## config.mk

```make
export PLATFORM = sky130hd
export DESIGN_NAME = scan_chain_driver
export DESIGN_NICKNAME = d
export VERILOG_FILES = /design/src/rtl/scan_chain_driver_pkg.sv /design/src/rtl/scan_chain_driver_clk_gen.sv /design/src/rtl/scan_chain_driver.sv
export SDC_FILE = /design/constraint.sdc
export NUM_CORES = 1
export LEC_CHECK = 0
export ABC_AREA = 1
export BUFFER_PORTS_ARGS = -buffer_cell sky130_fd_sc_hd__buf_4
export CAP_MARGIN = 5
export CORE_ASPECT_RATIO = 1.5
export CORE_UTILIZATION = 54
export CTS_BUF_LIST = sky130_fd_sc_hd__clkbuf_4 sky130_fd_sc_hd__clkbuf_8
export DETAILED_ROUTE_END_ITERATION = 7
export PLACE_DENSITY = 0.78
export SLEW_MARGIN = 10
export SYNTH_ARGS = -nofsm -noshare
export SYNTH_HDL_FRONTEND = slang
export SYNTH_SLANG_ARGS = --single-unit
```

## constraint.sdc

```tcl
create_clock -name clk -period 1.8 [get_ports clk]
set_clock_uncertainty 0.15 [all_clocks]
set_input_delay 0.09 -clock clk [delete_from_list [all_inputs] [get_ports clk]]
set_output_delay 0.09 -clock clk [all_outputs]
set_load 0.02 [all_outputs]
```

## src/rtl/scan_chain_driver_pkg.sv

```systemverilog
// scan_pkg: shared state encoding and defaults for the scan chain driver
package scan_pkg;
    typedef enum logic [2:0] {IDLE, SHIFT_IN, LATCH, CAPTURE, SHIFT_OUT, HOLD} state_t;
    localparam int DEF_WIDTH = 8;
    localparam int DEF_CLK_DIV = 2;
    function automatic int cnt_w(input int w);
        return $clog2(w + 1);
    endfunction
endpackage

```

## src/rtl/scan_chain_driver_clk_gen.sv

```systemverilog
// scan_clk_gen: divides clk into a 50% duty scan clock with rise/fall strobes
module scan_clk_gen
    import scan_pkg::*;
#(
    parameter int CLK_DIV = DEF_CLK_DIV
) (
    input  logic clk,
    input  logic rst_n,
    input  logic en,
    output logic scan_clk,
    output logic rise_stb,
    output logic fall_stb
);
    localparam int CW = CLK_DIV > 1 ? $clog2(CLK_DIV) : 1;
    logic [CW-1:0] cnt;
    logic wrap;
    assign wrap = en && cnt == CW'(CLK_DIV - 1);
    // strobes mark the clk edge at which scan_clk is about to toggle
    assign rise_stb = wrap && !scan_clk;
    assign fall_stb = wrap && scan_clk;
    always_ff @(posedge clk or negedge rst_n) begin
        if (!rst_n) begin
            cnt <= '0;
            scan_clk <= 1'b0;
        end else if (!en) begin
            cnt <= '0;
            scan_clk <= 1'b0;
        end else begin
            cnt <= wrap ? '0 : cnt + 1'b1;
            scan_clk <= wrap ? ~scan_clk : scan_clk;
        end
    end
endmodule

```

## src/rtl/scan_chain_driver.sv

```systemverilog
// scan_chain_driver: shifts a vector into a scan chain, latches, captures and
// shifts the design outputs back out as a parallel word
module scan_chain_driver
    import scan_pkg::*;
#(
    parameter int WIDTH = DEF_WIDTH,
    parameter int CLK_DIV = DEF_CLK_DIV
) (
    input  logic             clk,
    input  logic             rst_n,
    input  logic [WIDTH-1:0] in_data,
    input  logic             in_valid,
    output logic             in_ready,
    output logic [WIDTH-1:0] out_data,
    output logic             out_valid,
    input  logic             out_ready,
    output logic             scan_clk_out,
    output logic             scan_data_out,
    output logic             scan_select,
    output logic             scan_latch_en,
    input  logic             scan_data_in,
    output logic             busy
);
    localparam int BW = cnt_w(WIDTH);
    state_t state;
    logic [WIDTH-1:0] sr;
    logic [BW-1:0] bits;
    logic rise, fall, last, clk_en;
    assign last = bits == BW'(WIDTH - 1);
    assign clk_en = state inside {SHIFT_IN, CAPTURE, SHIFT_OUT};

    scan_clk_gen #(.CLK_DIV(CLK_DIV)) u_clk_gen (
        .clk(clk),
        .rst_n(rst_n),
        .en(clk_en),
        .scan_clk(scan_clk_out),
        .rise_stb(rise),
        .fall_stb(fall)
    );

    always_ff @(posedge clk or negedge rst_n) begin
        if (!rst_n) begin
            state <= IDLE;
            sr <= '0;
            bits <= '0;
            in_ready <= 1'b1;
            busy <= 1'b0;
            out_valid <= 1'b0;
            out_data <= '0;
            scan_data_out <= 1'b0;
            scan_select <= 1'b0;
            scan_latch_en <= 1'b0;
        end else begin
            case (state)
                IDLE: if (in_valid) begin
                    state <= SHIFT_IN;
                    scan_data_out <= in_data[WIDTH-1];
                    sr <= in_data << 1;
                    bits <= '0;
                    in_ready <= 1'b0;
                    busy <= 1'b1;
                end
                // next bit goes out as scan_clk falls, i.e. at the start of each low half
                SHIFT_IN: if (fall) begin
                    if (last) begin
                        state <= LATCH;
                        scan_data_out <= 1'b0;
                        scan_latch_en <= 1'b1;
                    end else begin
                        scan_data_out <= sr[WIDTH-1];
                        sr <= sr << 1;
                        bits <= bits + 1'b1;
                    end
                end
                LATCH: begin
                    state <= CAPTURE;
                    scan_latch_en <= 1'b0;
                    scan_select <= 1'b1;
                end
                CAPTURE: if (fall) begin
                    state <= SHIFT_OUT;
                    scan_select <= 1'b0;
                    bits <= '0;
                end
                // chain tail is sampled before the rising scan_clk shifts it
                SHIFT_OUT: begin
                    if (rise) out_data <= (out_data << 1) | WIDTH'(scan_data_in);
                    if (fall) begin
                        if (last) begin
                            state <= HOLD;
                            out_valid <= 1'b1;
                        end else begin
                            bits <= bits + 1'b1;
                        end
                    end
                end
                HOLD: if (out_ready) begin
                    state <= IDLE;
                    out_valid <= 1'b0;
                    in_ready <= 1'b1;
                    busy <= 1'b0;
                end
                default: state <= IDLE;
            endcase
        end
    end
endmodule

```

### Yosys cells after proc, flatten, opt, wreduce, memory -nomap -nowiden

Cells that the tools add are included.

| word-level totals | value |
|---|---|
| flip-flop bits (word level) | 31 |
| output and inout bits | 15 |
| input port bits | 13 |
| logic and storage cells | 92 |

| cells by class | value |
|---|---|
| add/subtract/negate cells | 2 |
| equality and inequality tests | 17 |
| bitwise gates (word level) | 2 |
| reduce and logical (&&, ||, !) cells | 22 |
| multiplexer cells | 37 |

Operators by type and width:

| kind | number |
|---|---|
| $mux W8 | 3 |
| $mux W3 | 7 |
| $ne A2 B2 Y1 const B | 10 |
| $pmux W3 S6 | 1 |
| $mux W4 | 4 |
| $pmux W8 S2 | 1 |
| $mux W1 | 14 |
| $pmux W1 S2 | 6 |
| $pmux W4 S3 | 1 |
| $reduce_bool A2 Y1 | 5 |
| $reduce_and A3 Y1 | 3 |
| $or A8 B1 Y8 | 1 |
| $reduce_and A4 Y1 | 2 |
| $reduce_and A7 Y1 | 1 |
| $eq A3 B2 Y1 const B | 2 |
| $eq A3 B3 Y1 const B | 2 |
| $reduce_bool A3 Y1 | 2 |
| $reduce_and A5 Y1 | 1 |
| $add A4 B1 Y4 const B | 1 |
| $eq A4 B3 Y1 const B | 1 |
| $reduce_and A2 Y1 | 2 |
| $eq A3 B1 Y1 const B | 1 |
| $logic_and A1 B1 Y1 | 3 |
| $logic_not A3 Y1 | 1 |
| 5 further kinds | 5 |

### Logic depth before layout (Yosys ltp)

| depth | value |
|---|---|
| word-level depth | 6 |
| depth in mapped cells | 10 |

### Modules after synthesis

A second synthesis with hierarchy kept.

| second synthesis, totals | value |
|---|---|
| cell total of the unflattened synthesis | 206 |
| area, all modules | 1576.5 µm² |

Modules (own cells, without submodules):

| module | cells an instance | area each (µm²) | seq. area each (µm²) | instances |
|---|---|---|---|---|
| scan_chain_driver | 194 | 1486.4 | 701.9 | 1 |
| scan_clk_gen | 12 | 90.1 | 50.0 | 1 |

### Worst setup path before layout

Ideal clock, no wire load.

| path | value |
|---|---|
| path type | flip-flop to flip-flop |
| start | register bits[0] |
| end | register sr[5] |
| data arrival time | 1323 ps |
| stages on the path, launching flop included | 11 |
| path slack | 208 ps |
| required time | 1531 ps |
| path buffers | 1 |
| library setup time | 119 ps |
| cell sequence | dfrtp_1 -> ha_1 -> nand2_1 -> nor2_1 -> inv_1 -> nand2_1 -> nand2_1 -> nand3_2 -> buf_6 -> nor2_2 -> a21oi_2 |

| on the way | value |
|---|---|
| longest elaborated chain between the ends | 3 |

Ends and longest elaborated chain:

| element | RTL line | source |
|---|---|---|
| start: declaration | scan_chain_driver.sv:27 | `logic [BW-1:0] bits;` |
| start signal: assignment | scan_chain_driver.sv:72 | `bits <= bits + 1'b1;` |
| start signal: assignment | scan_chain_driver.sv:93 | `bits <= bits + 1'b1;` |
| $eq A4 B3 Y1 | scan_chain_driver.sv:29 | `assign last = bits == BW'(WIDTH - 1);` |
| $ne A2 B2 Y1 (no source line) | -- |  |
| $reduce_and A4 Y1 (no source line) | -- |  |
| end signal: assignment | scan_chain_driver.sv:58 | `sr <= in_data << 1;` |
| end signal: assignment | scan_chain_driver.sv:71 | `sr <= sr << 1;` |
| end: declaration | scan_chain_driver.sv:26 | `logic [WIDTH-1:0] sr;` |

No other way between the ends.
A chain may end at the register's enable or synchronous reset.

### Worst setup path after layout

| path | value |
|---|---|
| start | register state[2] |
| end | register sr[2] |

| on the way | value |
|---|---|
| longest elaborated chain between the ends | 6 |

Ends and longest elaborated chain:

| element | RTL line | source |
|---|---|---|
| start: declaration | scan_chain_driver.sv:25 | `state_t state;` |
| start signal: assignment | scan_chain_driver.sv:43 | `state <= IDLE;` |
| start signal: assignment | scan_chain_driver.sv:56 | `state <= SHIFT_IN;` |
| start signal: assignment | scan_chain_driver.sv:66 | `state <= LATCH;` |
| $eq A3 B1 Y1, or another cell as far along | scan_chain_driver.sv:30, scan_chain_driver.sv:54 |  |
| $reduce_bool A3 Y1 | scan_chain_driver.sv:30 | `assign clk_en = state inside {SHIFT_IN, CAPTURE, SHIFT_OUT};` |
| $logic_and A1 B1 Y1 | scan_chain_driver_clk_gen.sv:17 | `assign wrap = en && cnt == CW'(CLK_DIV - 1);` |
| $logic_and A1 B1 Y1 | scan_chain_driver_clk_gen.sv:20 | `assign fall_stb = wrap && scan_clk;` |
| $ne A2 B2 Y1 (no source line) | -- |  |
| $reduce_and A4 Y1 (no source line) | -- |  |

Several ways; a longest one is shown, not always the timed one.

==> impl_metrics.json <==
{
  "critPathLaunchType": "flip-flop",
  "viasPerCell": 5.004,
  "clk_transition_reported_paths_ns": 0.07,
  "simple_gate_share_of_the_synthesized_area_pct": 27.83,
  "slew_headroom_pct": 71.41,
  "cp_max_fo": 14,
  "final.period_utilization_pct": 94.44,
  "postPlaceCellArea_um2": 1803,
  "post_synth_instance_area_um2": 1546,
  "synth_compound_gate_area_share_pct": 13.59,
  "synth_seq_area_share_pct": 48.62,
  "htreeDepth": 2,
  "worst_skew_pair.late_latency_ns": 0.29,
  "drc_violations": 0,
  "detail-route-antenna-nets": 0,
  "combinational_family_with_the_most_area_after_synthesis": "simple AND/OR/NAND/NOR gates",
  "critical_path.max_stage_delay_ns": 0.48,
  "synth_cell_type_count": 23,
  "pin_count": 28,
  "chipWidth_um": 45.70,
  "stdcell_area_um2": 2053,
  "areaGrowthSynthToFinish_pct": 32.77,
  "hold_class": "input port to flip-flop",
  "register_to_register_path_depth": 9,
  "rr_endpoint": "sr[2]",
  "reg2reg_slack_ns": 0.10,
  "cts_max_path_buffers": 2,
  "post_synth_mux_area_share_pct": 0,
  "worst_hold_startpoint": "in_data[3]",
  "cts_inserted_buffers": 5,
  "tritoncts_clock_tree": "built",
  "number_of_max_slew_violations_in_the_final_report": 0,
  "finalSetupViolCount": 0,
  "place.detailed.hpwl_um": 2413,
  "global_placer_s_final_weighted_congestion": 0.9016,
  "grt_pass1_wl_um": 5533,
  "synth_adder_area_share_pct": 0.8091,
  "synth_warnings": 0,
  "syn-instance-count": 198,
  "actual_slew_at_the_worst_max_slew_pin_ns": 0.4273,
  "drt_wl_total_um": 3505,
  "crit_top_cell": "sky130_fd_sc_hd__nand2_1",
  "fmax_mhz": 588.3,
  "syn_avg_cell_area_um2": 7.811,
  "whs_ns": 0.02263,
  "seqCellArea_um2": 754.5,
  "core_area_um2": 2705,
  "path_class": "flip-flop to flip-flop",
  "antenna_violations_before_repair": 0,
  "die_height_um": 67.54,
  "grt_pass1_vias": 1332,
  "post_route_cells_drive_above_1_share_pct": 32.10,
  "min_to": "sr[4]",
  "regToRegStartpoint": "state[2]",
  "die_area_um2": 3086,
  "first_pass_iters": 4,
  "cts_root_buffer": "sky130_fd_sc_hd__clkbuf_8",
  "critPathCaptureType": "flip-flop",
  "leakage_component_of_the_power_nw": 1.042,
  "cp_slowest_cell": "sky130_fd_sc_hd__dfrtp_1",
  "fill_cell_total_of_the_finished_layout": 195,
  "detailedRoute.firstIterationViolations": 37,
  "antennaDiodeCount": 0,
  "wire_per_inst_um": 12.52,
  "outcome": "complete, no violations",
  "powerDensity_nw_per_um2": 1733,
  "worst_ep_required_ns": 1.82,
  "grt_max_degree": 31,
  "layout.nets": 256,
  "place.port_buffers": 27,
  "start_util_pct": 57.17,
  "multi_input_gate_area_um2": 724.4,
  "timing.final.hold_violations": 0,
  "via_count": 1401,
  "max_cap_violations": 0,
  "mappedNetlistNets": 212,
  "synth_xor_xnor_area_share_pct": 0.5663,
  "globalRouteTotalUtil_pct": 25.81,
  "worstPathCellList": "inv_2 -> nand2_2 -> nor2_4 -> nand2_1 -> nand2_1 -> nand3_2 -> buf_12 -> nor2_1 -> a21oi_2",
  "crit_arrival_ns": 1.72,
  "min_path_cells": 5,
  "ir_worst_vdd_v": 0.001155,
  "timing.final.crit_period_ns": 1.700,
  "clkSinkCount": 30,
  "synth.ff_latch_count": 30,
  "core.rowCount": 23,
  "grt.overflow.total": 0
}
[what timing repair did]
item | in CTS | in global routing
endpoints found under the setup margin | 0 | 22
gates resized for setup | 0 | 17
endpoints found under the hold margin | 36 | 0
setup buffers | 0 | 4
hold buffers | 6 | 0
[sequential cells by signal, indices dropped and copies added, names as in the netlist]
name	flops
bits	4
busy	1
in_ready	1
out_data	8
out_valid	1
scan_data_out	1
scan_latch_en	1
scan_select	1
sr	7
state	3
u_clk_gen.cnt	1
u_clk_gen.scan_clk	1
[stage by stage]
step	util, %	total power, mW	setup slack [ns]	std cells	TNS, ns
5_1_grt	75.90	3.838	-0.005467	280	-0.005467
6_report	75.90	3.558	0.1001	280	0
3_3_place_gp	66.65	2.758	0.07832	262	0
4_1_cts	72.39	3.405	0.01978	276	0
3_5_place_dp	66.65	2.821	0.05171	262	0
2_1_floorplan	-	2.295	0.2080	198	0
[critical path, delay by kind of cell, from the launching register on]
family	cells	cell delay, ns
AOI/OAI and AO/OA	1	0.04
buffers and inverters	2	0.28
DFF	1	0.48
and+or+nand+nor	6	0.62
[placed cells by master, fill, tap and decap left out, drive strengths merged]
master,Yosys,routed
nand2,55,55
buf,3,34
dfrtp,29,29
nor2,29,29
inv,28,28
o21ai,19,19
nand3,15,15
a21oi,14,14
clkbuf,0,6
dlygate4sd3,0,6
o211ai,1,1
xor2,1,1
nor3,1,1
a21boi,1,1
ha,1,1
clkinvlp,0,1
clkinv,0,1
dfstp,1,1
[cells by family (layout without fill, tap and decap cells)]
| kind of cell | Yosys count | in the layout |
|---|---|---|
| AOI/OAI and AO/OA | 35 | 35 |
| xor gates and xnor gates | 1 | 1 |
| adders and majority gates | 1 | 1 |
| buffers and inverters | 31 | 76 |
| DFF | 30 | 30 |
| and+or+nand+nor | 100 | 100 |
[worst max-delay path by stage]
stage	from	to	slack, ns
floorplan	bits[0]	sr[5]	0.21
global placement	state[1]	state[2]	0.08
detailed placement	state[1]	bits[0]	0.05
CTS	state[1]	bits[3]	0.02
global route	state[0]	bits[3]	-0.005
finish	state[2]	sr[2]	0.10
[report_power, final]
group          switching (mW)  total, mW  internal, mW
Combinational            1.16       1.90         0.744
Clock                   0.256      0.563         0.307
Sequential              0.167       1.10         0.930
Total                    1.58       3.56          1.98
[area by class of cell]
class	instances	share of cell area (%)
sequential	30	36.75
multi-input combinational	137	35.28
timing repair buffer	40	15.97
inverter	28	5.119
clock buffer	6	4.022
tap	37	2.255
clock inverter	2	0.6094
[metal layers]
layer  wire length, µm  track usage [%]  share of wire, %
met5                 0                0                 0
met4                82            11.40               2.3
met3               130            5.615               3.7
met2              1941            46.96                55
met1              1351            27.40                39
[synthesized netlist by cell type (all sizes together)]
cell / instances / area, µm²
nor3: 1 / 5.000
dfstp: 1 / 26.28
a21oi: 14 / 96.34
buf: 3 / 27.52
dfrtp: 29 / 725.7
o211ai: 1 / 7.510
xor2: 1 / 8.760
inv: 28 / 105.1
nand2: 55 / 214.0
nand3: 15 / 85.08
ha: 1 / 12.51
nor2: 29 / 126.4
o21ai: 19 / 98.84
a21boi: 1 / 7.510
No activity file was read; power rests on OpenSTA's default activity.
